$ cat src/rtl/hazard_stall_unit_if.sv
// Pipeline-side bundle for the hazard stall unit: ID/EX/MEM hazard inputs and stall/flush controls.
// HAZARD_PERF_CNT_EN adds the stall_cycles performance counter output.
interface hazard_stall_unit_if;
  localparam int unsigned INSTR_W = 32;
  localparam int unsigned REG_W   = 5;

  logic [INSTR_W-1:0] id_instruction;
  logic               idex_mem_read;
  logic               idex_reg_write;
  logic [REG_W-1:0]   idex_write_reg;
  logic               exmem_mem_read;
  logic [REG_W-1:0]   exmem_write_reg;
  logic               ex_mul_div_start;
  logic               branch_taken;

  logic               pc_write_en_c;
  logic               ifid_write_en_c;
  logic               idex_bubble_c;
  logic               ifid_flush_c;
  logic               mdu_busy;
  logic               stall_c;
`ifdef HAZARD_PERF_CNT_EN
  logic [31:0]        stall_cycles;
`endif

  modport master (
    output id_instruction, idex_mem_read, idex_reg_write, idex_write_reg,
           exmem_mem_read, exmem_write_reg, ex_mul_div_start, branch_taken,
    input  pc_write_en_c, ifid_write_en_c, idex_bubble_c, ifid_flush_c,
           mdu_busy, stall_c
`ifdef HAZARD_PERF_CNT_EN
    , input stall_cycles
`endif
  );

  modport slave (
    input  id_instruction, idex_mem_read, idex_reg_write, idex_write_reg,
           exmem_mem_read, exmem_write_reg, ex_mul_div_start, branch_taken,
    output pc_write_en_c, ifid_write_en_c, idex_bubble_c, ifid_flush_c,
           mdu_busy, stall_c
`ifdef HAZARD_PERF_CNT_EN
    , output stall_cycles
`endif
  );
endinterface

$ cat src/rtl/hazard_stall_unit.sv
// ID-stage stall/flush controller for load-use, branch-operand and mult/div hazards.
// Optional HAZARD_PERF_CNT_EN: saturating count of stalled cycles on bus.stall_cycles.
module hazard_stall_unit #(
  parameter int unsigned MDU_LATENCY = 32,
  parameter int unsigned CNT_W       = 6
) (
  input logic              clk,
  input logic              rst_n,
  hazard_stall_unit_if.slave bus
);
  localparam int unsigned OP_W  = 6;
  localparam int unsigned REG_W = 5;

  localparam logic [OP_W-1:0] OP_RTYPE = 6'b000000;
  localparam logic [OP_W-1:0] OP_J     = 6'b000010;
  localparam logic [OP_W-1:0] OP_JAL   = 6'b000011;
  localparam logic [OP_W-1:0] OP_BEQ   = 6'b000100;
  localparam logic [OP_W-1:0] OP_BNE   = 6'b000101;
  localparam logic [OP_W-1:0] OP_SW    = 6'b101011;
  localparam logic [OP_W-1:0] OP_SH    = 6'b101001;
  localparam logic [OP_W-1:0] OP_SB    = 6'b101000;
  localparam logic [OP_W-1:0] FN_MFHI  = 6'b010000;
  localparam logic [OP_W-1:0] FN_MFLO  = 6'b010010;

  typedef enum logic {RUN, MDU_BUSY} mdu_state_e;

  mdu_state_e       state;
  logic [CNT_W-1:0] mdu_cnt;

  logic [OP_W-1:0]  op;
  logic [REG_W-1:0] rs;
  logic [REG_W-1:0] rt;
  logic [OP_W-1:0]  funct;
  logic             is_branch;
  logic             rs_live;
  logic             rt_live;
  logic             idex_match;
  logic             exmem_match;
  logic             load_use_haz;
  logic             branch_haz;
  logic             mdu_op;
  logic             mdu_haz;
  logic             stall;
  logic             unused_instr_bits;

  assign op    = bus.id_instruction[31:26];
  assign rs    = bus.id_instruction[25:21];
  assign rt    = bus.id_instruction[20:16];
  assign funct = bus.id_instruction[5:0];
  assign unused_instr_bits = ^bus.id_instruction[15:6];

  // Source-register usage by opcode class; $0 is never a real dependency.
  always_comb begin
    is_branch = (op == OP_BEQ) || (op == OP_BNE);
    rs_live   = !((op == OP_J) || (op == OP_JAL)) && (rs != '0);
    rt_live   = ((op == OP_RTYPE) || is_branch ||
                 (op == OP_SW) || (op == OP_SH) || (op == OP_SB)) && (rt != '0);
  end

  always_comb begin
    idex_match  = (rs_live && (bus.idex_write_reg == rs)) ||
                  (rt_live && (bus.idex_write_reg == rt));
    exmem_match = (rs_live && (bus.exmem_write_reg == rs)) ||
                  (rt_live && (bus.exmem_write_reg == rt));
  end

  // Branches compare in ID, so they also wait on ALU results and on loads one stage further on.
  always_comb begin
    load_use_haz = bus.idex_mem_read && idex_match;
    branch_haz   = is_branch &&
                   ((bus.idex_reg_write && idex_match) ||
                    (bus.exmem_mem_read && exmem_match));
    mdu_op       = (op == OP_RTYPE) &&
                   ((funct == FN_MFHI) || (funct == FN_MFLO) || (funct[5:2] == 4'b0110));
    mdu_haz      = (state == MDU_BUSY) && mdu_op;
    stall        = load_use_haz || branch_haz || mdu_haz;
  end

  assign bus.stall_c         = stall;
  assign bus.pc_write_en_c   = !stall;
  assign bus.ifid_write_en_c = !stall;
  assign bus.idex_bubble_c   = stall;
  assign bus.ifid_flush_c    = bus.branch_taken && !stall;
  assign bus.mdu_busy        = (state == MDU_BUSY);

  // Mult/div busy tracker; a start while already busy cannot occur and is ignored.
  always_ff @(posedge clk or negedge rst_n) begin
    if (!rst_n) begin
      state   <= RUN;
      mdu_cnt <= '0;
    end else begin
      case (state)
        RUN: begin
          if (bus.ex_mul_div_start) begin
            state   <= MDU_BUSY;
            mdu_cnt <= CNT_W'(MDU_LATENCY);
          end
        end
        MDU_BUSY: begin
          if (mdu_cnt == CNT_W'(1)) begin
            state   <= RUN;
            mdu_cnt <= '0;
          end else begin
            mdu_cnt <= mdu_cnt - CNT_W'(1);
          end
        end
        default: begin
          state   <= RUN;
          mdu_cnt <= '0;
        end
      endcase
    end
  end

`ifdef HAZARD_PERF_CNT_EN
  logic [31:0] stall_cnt;

  always_ff @(posedge clk or negedge rst_n) begin
    if (!rst_n) begin
      stall_cnt <= '0;
    end else if (stall && (stall_cnt != 32'hFFFF_FFFF)) begin
      stall_cnt <= stall_cnt + 32'd1;
    end
  end

  assign bus.stall_cycles = stall_cnt;
`endif

endmodule

$ cat src/flat_wrapper.sv
// flat-port wrapper written by rule: the top's interface ports become plain ports
module hazard_stall_unit_flat 
#(
  parameter int unsigned MDU_LATENCY = 32,
  parameter int unsigned CNT_W       = 6
)
  (clk, rst_n, bus_id_instruction, bus_idex_mem_read, bus_idex_reg_write, bus_idex_write_reg, bus_exmem_mem_read, bus_exmem_write_reg, bus_ex_mul_div_start, bus_branch_taken, bus_pc_write_en_c, bus_ifid_write_en_c, bus_idex_bubble_c, bus_ifid_flush_c, bus_mdu_busy, bus_stall_c);
  hazard_stall_unit_if bus_i ();
  input logic clk;
  input logic rst_n;
  input wire logic [$bits(bus_i.id_instruction)-1:0] bus_id_instruction;
  input wire logic [$bits(bus_i.idex_mem_read)-1:0] bus_idex_mem_read;
  input wire logic [$bits(bus_i.idex_reg_write)-1:0] bus_idex_reg_write;
  input wire logic [$bits(bus_i.idex_write_reg)-1:0] bus_idex_write_reg;
  input wire logic [$bits(bus_i.exmem_mem_read)-1:0] bus_exmem_mem_read;
  input wire logic [$bits(bus_i.exmem_write_reg)-1:0] bus_exmem_write_reg;
  input wire logic [$bits(bus_i.ex_mul_div_start)-1:0] bus_ex_mul_div_start;
  input wire logic [$bits(bus_i.branch_taken)-1:0] bus_branch_taken;
  output wire logic [$bits(bus_i.pc_write_en_c)-1:0] bus_pc_write_en_c;
  output wire logic [$bits(bus_i.ifid_write_en_c)-1:0] bus_ifid_write_en_c;
  output wire logic [$bits(bus_i.idex_bubble_c)-1:0] bus_idex_bubble_c;
  output wire logic [$bits(bus_i.ifid_flush_c)-1:0] bus_ifid_flush_c;
  output wire logic [$bits(bus_i.mdu_busy)-1:0] bus_mdu_busy;
  output wire logic [$bits(bus_i.stall_c)-1:0] bus_stall_c;
  assign bus_i.id_instruction = bus_id_instruction;
  assign bus_i.idex_mem_read = bus_idex_mem_read;
  assign bus_i.idex_reg_write = bus_idex_reg_write;
  assign bus_i.idex_write_reg = bus_idex_write_reg;
  assign bus_i.exmem_mem_read = bus_exmem_mem_read;
  assign bus_i.exmem_write_reg = bus_exmem_write_reg;
  assign bus_i.ex_mul_div_start = bus_ex_mul_div_start;
  assign bus_i.branch_taken = bus_branch_taken;
  assign bus_pc_write_en_c = bus_i.pc_write_en_c;
  assign bus_ifid_write_en_c = bus_i.ifid_write_en_c;
  assign bus_idex_bubble_c = bus_i.idex_bubble_c;
  assign bus_ifid_flush_c = bus_i.ifid_flush_c;
  assign bus_mdu_busy = bus_i.mdu_busy;
  assign bus_stall_c = bus_i.stall_c;
  hazard_stall_unit #(.MDU_LATENCY(MDU_LATENCY), .CNT_W(CNT_W)) u_core (.clk(clk), .rst_n(rst_n), .bus(bus_i));
endmodule
$ cat config.mk
export PLATFORM = sky130hd
export DESIGN_NAME = hazard_stall_unit_flat
export DESIGN_NICKNAME = d
export VERILOG_FILES = /design/src/rtl/hazard_stall_unit_if.sv /design/src/rtl/hazard_stall_unit.sv /design/src/flat_wrapper.sv
export SDC_FILE = /design/constraint.sdc
export NUM_CORES = 1
export LEC_CHECK = 0
export BUFFER_PORTS_ARGS = -buffer_cell sky130_fd_sc_hd__buf_2
export CAP_MARGIN = 30
export CORE_UTILIZATION = 40
export DETAILED_ROUTE_END_ITERATION = 12
export PLACE_DENSITY_LB_ADDON = 0.1
export SYNTH_ARGS = -nofsm -noshare
export SYNTH_HDL_FRONTEND = slang
export SYNTH_SLANG_ARGS = --single-unit
$ cat constraint.sdc
create_clock -name clk -period 3.6 [get_ports clk]
set_clock_uncertainty 0.15 [all_clocks]
set_input_delay 1.08 -clock clk [delete_from_list [all_inputs] [get_ports clk]]
set_output_delay 1.08 -clock clk [all_outputs]
set_load 0.03 [all_outputs]
# ---- After elaboration in Yosys (flattened, before gate mapping)
# Cells that the tools add are included.
dict set report classes {
  add_sub_neg 1
  n_eq_ne 16
  mux 6
  n_bitwise 1
  n_reduce_logical 31
}
# op count
set op_table {}
lappend op_table {{$eq 5x5->1} 4}
lappend op_table {{$eq 6x6->1 const B} 3}
lappend op_table {{$logic_and 1x1->1} 13}
lappend op_table {{$logic_or 1x1->1} 13}
lappend op_table {{$eq 6x2->1 const B} 2}
lappend op_table {{$eq 6x3->1 const B} 2}
lappend op_table {{$eq 6x5->1 const B} 2}
lappend op_table {{$mux 6} 2}
lappend op_table {{$pmux 6 s2} 1}
lappend op_table {{$reduce_bool 5->1} 2}
lappend op_table {{$eq 6x1->1 const B} 1}
lappend op_table {{$logic_not 6->1} 1}
lappend op_table {{$sub 6x1->6 const B} 1}
lappend op_table {{$eq 4x3->1 const B} 1}
lappend op_table {{$logic_not 1->1} 2}
lappend op_table {{$mux 1} 2}
lappend op_table {{$ne 2x2->1 const B} 1}
lappend op_table {{$pmux 1 s2} 1}
lappend op_table {{$not 1->1} 1}
dict set report word_totals {
  regBits 7
  inputBits 49
  output_inout_bits 6
}

# ---- Depth between registers and ports, before layout
dict set report depth {
  depth_word 16
  ltp_mapped 7
  mapped_depth_nobuf 7
}

# ---- Worst setup path before layout
# No wires, ideal clock.
dict set report synth_timing {
  path_kind {input port to output port}
  from {input port bus_id_instruction[27]}
  to {output port bus_stall_c}
  arrival_time_ps 2347
  required_ps 2370
  path_slack_ps 23
  path_stages 6
  cell_sequence {or3_1 -> o22ai_2 -> nand4_1 -> a21oi_2 -> or2_1 -> buf_4}
}
dict set report synth_via {
  elab_chain_len 14
  word_cells_on_any_way 32
  cone_classes {eq/ne: 7; reduce/logical: 25}
}
# element line
set synth_lines {}
lappend synth_lines {{start: declaration} flat_wrapper.sv:11} ;# input wire logic [$bits(bus_i.id_instruction)-1:0] bus_id_instruction;
lappend synth_lines {{$eq 6x3->1} hazard_stall_unit.sv:54} ;# is_branch = (op == OP_BEQ) || (op == OP_BNE);
lappend synth_lines {{$logic_or 1x1->1} hazard_stall_unit.sv:54}
lappend synth_lines {{$logic_or 1x1->1 (2 in series)} hazard_stall_unit.sv:56} ;# rt_live = ((op == OP_RTYPE) || is_branch ||
lappend synth_lines {{$logic_or 1x1->1 (2 in series)} hazard_stall_unit.sv:57} ;# (op == OP_SW) || (op == OP_SH) || (op == OP_SB)) && (rt != '0);
lappend synth_lines {{$logic_and 1x1->1} hazard_stall_unit.sv:57}
lappend synth_lines {{$logic_and 1x1->1 (on tied branches)} {hazard_stall_unit.sv:62, hazard_stall_unit.sv:64}}
lappend synth_lines {{$logic_or 1x1->1 (on tied branches)} {hazard_stall_unit.sv:61, hazard_stall_unit.sv:63}}
lappend synth_lines {{$logic_and 1x1->1 (on tied branches)} {hazard_stall_unit.sv:71, hazard_stall_unit.sv:72}}
lappend synth_lines {{$logic_or 1x1->1} hazard_stall_unit.sv:71} ;# ((bus.idex_reg_write && idex_match) ||
lappend synth_lines {{$logic_and 1x1->1} hazard_stall_unit.sv:70} ;# branch_haz = is_branch &&
lappend synth_lines {{$logic_or 1x1->1} hazard_stall_unit.sv:76} ;# stall = load_use_haz || branch_haz || mdu_haz;
lappend synth_lines {{$logic_or 1x1->1 *} hazard_stall_unit.sv:76}
lappend synth_lines {{end: declaration} flat_wrapper.sv:24} ;# output wire logic [$bits(bus_i.stall_c)-1:0] bus_stall_c;
# Every way passes the cells marked *; elsewhere a longest branch is shown, timed or not.

# ---- Final worst setup path
dict set report layout_timing {
  from {input port bus_id_instruction[31]}
  to {output port bus_stall_c}
}
# Same word-level chain as after synthesis.

==> results.cfg <==
[run_status]
run_status = completed

[logic_synthesis]
synthesis.instances = 96
synth_ff_type = sky130_fd_sc_hd__dfrtp_1
ys_seq_elements = 7
async_flop_share = 1.000
syn_avg_cell_area_um2 = 8.459
yosys_warnings = 0
synth_top_cell_by_area = sky130_fd_sc_hd__dfrtp_1
yosysSeqAreaShare = 0.2157
number_of_flops_mapped_to_enable_cells_by_yosys = 0
synth_nets = 147
post_synth_main_area_contributors = sky130_fd_sc_hd__dfrtp_1, sky130_fd_sc_hd__xor2_1, sky130_fd_sc_hd__nor3_1, sky130_fd_sc_hd__xnor2_1, sky130_fd_sc_hd__o41ai_4
yosysUniqueCellTypes = 34
area_of_the_mapped_netlist_um2 = 812.0
post-synth-top-area-fraction = 0.2157

[clocking]
cts_sinks = 7
cts-root-buf = sky130_fd_sc_hd__clkbuf_4
hold_fix_buffer_count_after_cts = 0
worst_setup_hold_path_clk_slew_ns = 0.05
clock_path_buffers = 2
cts_bufs_inserted = 3
tritoncts = built
cts_htree_levels = 1
worstSkewPairLatency_ns = 0.25

[worst_setup_path]
reg2reg_to = u_core.mdu_cnt[4]$_DFFE_PN0P_
critPathCaptureType = output port
criticalPathCategory = in -> out
required_ns = 2.37
critical_path.reg2reg.startpoint = u_core.mdu_cnt[1]$_DFFE_PN0P_
arr_time_crit_path_ns = 2.36
ff2ff_path_depth = 7
timing.reg2reg.setup_slack_ns = 1.81
crit_path_start_kind = input pin
worst-path-max-fanout = 4

[worst_hold_path]
hp-class = reg -> reg
hold_path_end = u_core.mdu_cnt[5]$_DFFE_PN0P_
min_path_cells = 2
holdCritStartpoint = u_core.mdu_cnt[5]$_DFFE_PN0P_

[power_and_ir_drop]
worst_ir_drop_on_vdd_uv = 219.5
power_per_cell_area_nw_per_um2 = 203.7
p_leak_nw = 0.5165

[cells_and_area]
area_growth_syn_to_layout_pct = 37.75
final_nets = 194
commonest_cells_after_routing_fill_and_taps_aside = sky130_fd_sc_hd__buf_2, sky130_fd_sc_hd__xor2_1, sky130_fd_sc_hd__nor3_1
num_antenna_cells = 0
drive_gt1_frac = 0.3873
most_common_cell_after_layout_fill_and_taps_aside = sky130_fd_sc_hd__buf_2
core_utilization_of_the_finished_layout = 0.6144

[placement]
finalWeightedCongestion = 0.8187
portBuffers = 43
hpwlAfterDp_um = 1611

[global_route]
grt_max_degree = 9
grtUsageTotal = 0.1978
grt_pass1_vias = 705
grt_remaining_overflow = 0
initial_antenna_violation_count = 0
grt_first_pass_wirelength_um = 3036

[drt]
detailedRoute.firstIterationViolations = 16
detailedRoute.firstPassIterationCount = 4
total_number_of_vias = 853
drtAntennaViolNets = 0
drt-total-wl_um = 2011
post-route-drc-count = 0
detail_route.vias_per_cell = 5.108
routed_wire_length_per_instance_um = 12.04

[timing]
setup-violations-final = 0
finalHoldViolations = 0
timing.setup.tns_ns = 0
final_min_period_over_clock_period = 0.9974
layout_min_cycle_time_ns = 3.591
timing.final.max_slew_violations = 0
fmax_ghz = 0.2785
grt_setup_unrepaired = yes
worst_slew_margin_rel = 0.6787
worst_pin_slew_ns = 0.4803

[die]
initial_core_util = 0.4460
die_width_um = 47.06
number_of_placement_rows = 15
floorplan.core_area_um2 = 1821
die_y_um = 47.06
die_outline_area_um2 = 2214
pin_count = 55

[flow_run]
drv_cap = 0
## synthesized netlist by cell type (all sizes together) (3+ instances only)
cell type	count
nand3	3
a21oi	3
nand2	7
xor2	17
nor3	8
xnor2	4
dfrtp	7
o21ai	5
nand2b	4
nor2	7
inv	3
nand4	4
## layer usage
metal  share of wire  track usage  vias up
met5               0            0        -
met4          0.0070      0.05143        0
met3           0.056      0.04615        2
met2            0.46       0.2972       33
met1            0.48       0.2844      379
li1                -            -      439
## power breakdown
part | switching [mW] | leakage, nW | internal [mW] | total, mW
Combinational | 0.0385 | 0.423 | 0.0366 | 0.0751
Clock | 0.0316 | 0.0150 | 0.0425 | 0.0741
Sequential | 0 | 0.0781 | 0.0787 | 0.0787
Total | 0.0701 | 0.517 | 0.158 | 0.228
## sequential cells by signal, summed over array words and instances, names as in the netlist
name	count
u_core.bus.mdu_busy	1
u_core.mdu_cnt	6
## how the worst max path moves through the flow
stage | startpoint | end | cells past startpoint
after floorplan | bus_id_instruction[27] | bus_stall_c | 6
after global placement | bus_id_instruction[27] | bus_stall_c | 7
after detailed placement | bus_id_instruction[27] | bus_idex_bubble_c | 7
after CTS | bus_id_instruction[27] | bus_idex_bubble_c | 7
after global routing | bus_id_instruction[31] | bus_idex_bubble_c | 7
final | bus_id_instruction[31] | bus_stall_c | 7
## worst max-delay path, stage by stage
cell and delay (ns):
sky130_fd_sc_hd__buf_8 0.10, sky130_fd_sc_hd__or3_4 0.39, sky130_fd_sc_hd__o22ai_4 0.14, sky130_fd_sc_hd__nand4_1 0.13, sky130_fd_sc_hd__a21oi_2 0.20, sky130_fd_sc_hd__or2_1 0.17
sky130_fd_sc_hd__buf_6 0.14
## area by class of cell
cell class	count	area, um2
repair buffers	44	251.5
well taps	25	31.28
inverters	3	11.26
clock buffers	4	26.28
fillers	181	701.9
multi-input cells	84	623.1
flip-flops and latches	7	175.2
## what timing repair did
item                                    4_1_cts  5_1_grt
setup buffers                                 0        0
gates resized for setup                       0       13
endpoints found under the setup margin        0        5
## cell families (layout without fill, tap and decap cells)
group	count (synthesis)	in the layout	share of synthesized area
AND/OR/NAND/NOR	45	45	0.3298
flip-flops	7	7	0.2157
XOR/XNOR	21	21	0.2265
AO/OA/AOI/OAI	16	16	0.1649
adder cells (fa/ha/maj)	2	2	0.03081
buffers and inverters	5	51	0.03235
## through the flow
stage / total power, mW / setup WS [ns] / instance area (um2) / hold WS [ns] / cells
2_1_floorplan: 0.1117 / 0.02263 / 812.0 / 0.3172 / 96
3_3_place_gp: 0.1493 / 0.02909 / 1051 / 0.3343 / 163
3_5_place_dp: 0.1504 / 0.01212 / 1051 / 0.3475 / 163
4_1_cts: 0.2266 / 0.001284 / 1077 / 0.3594 / 167
5_1_grt: 0.2444 / -0.05488 / 1119 / 0.4099 / 167
6_report: 0.2279 / 0.009314 / 1119 / 0.3625 / 167
(Power assumes the default switching activity.)
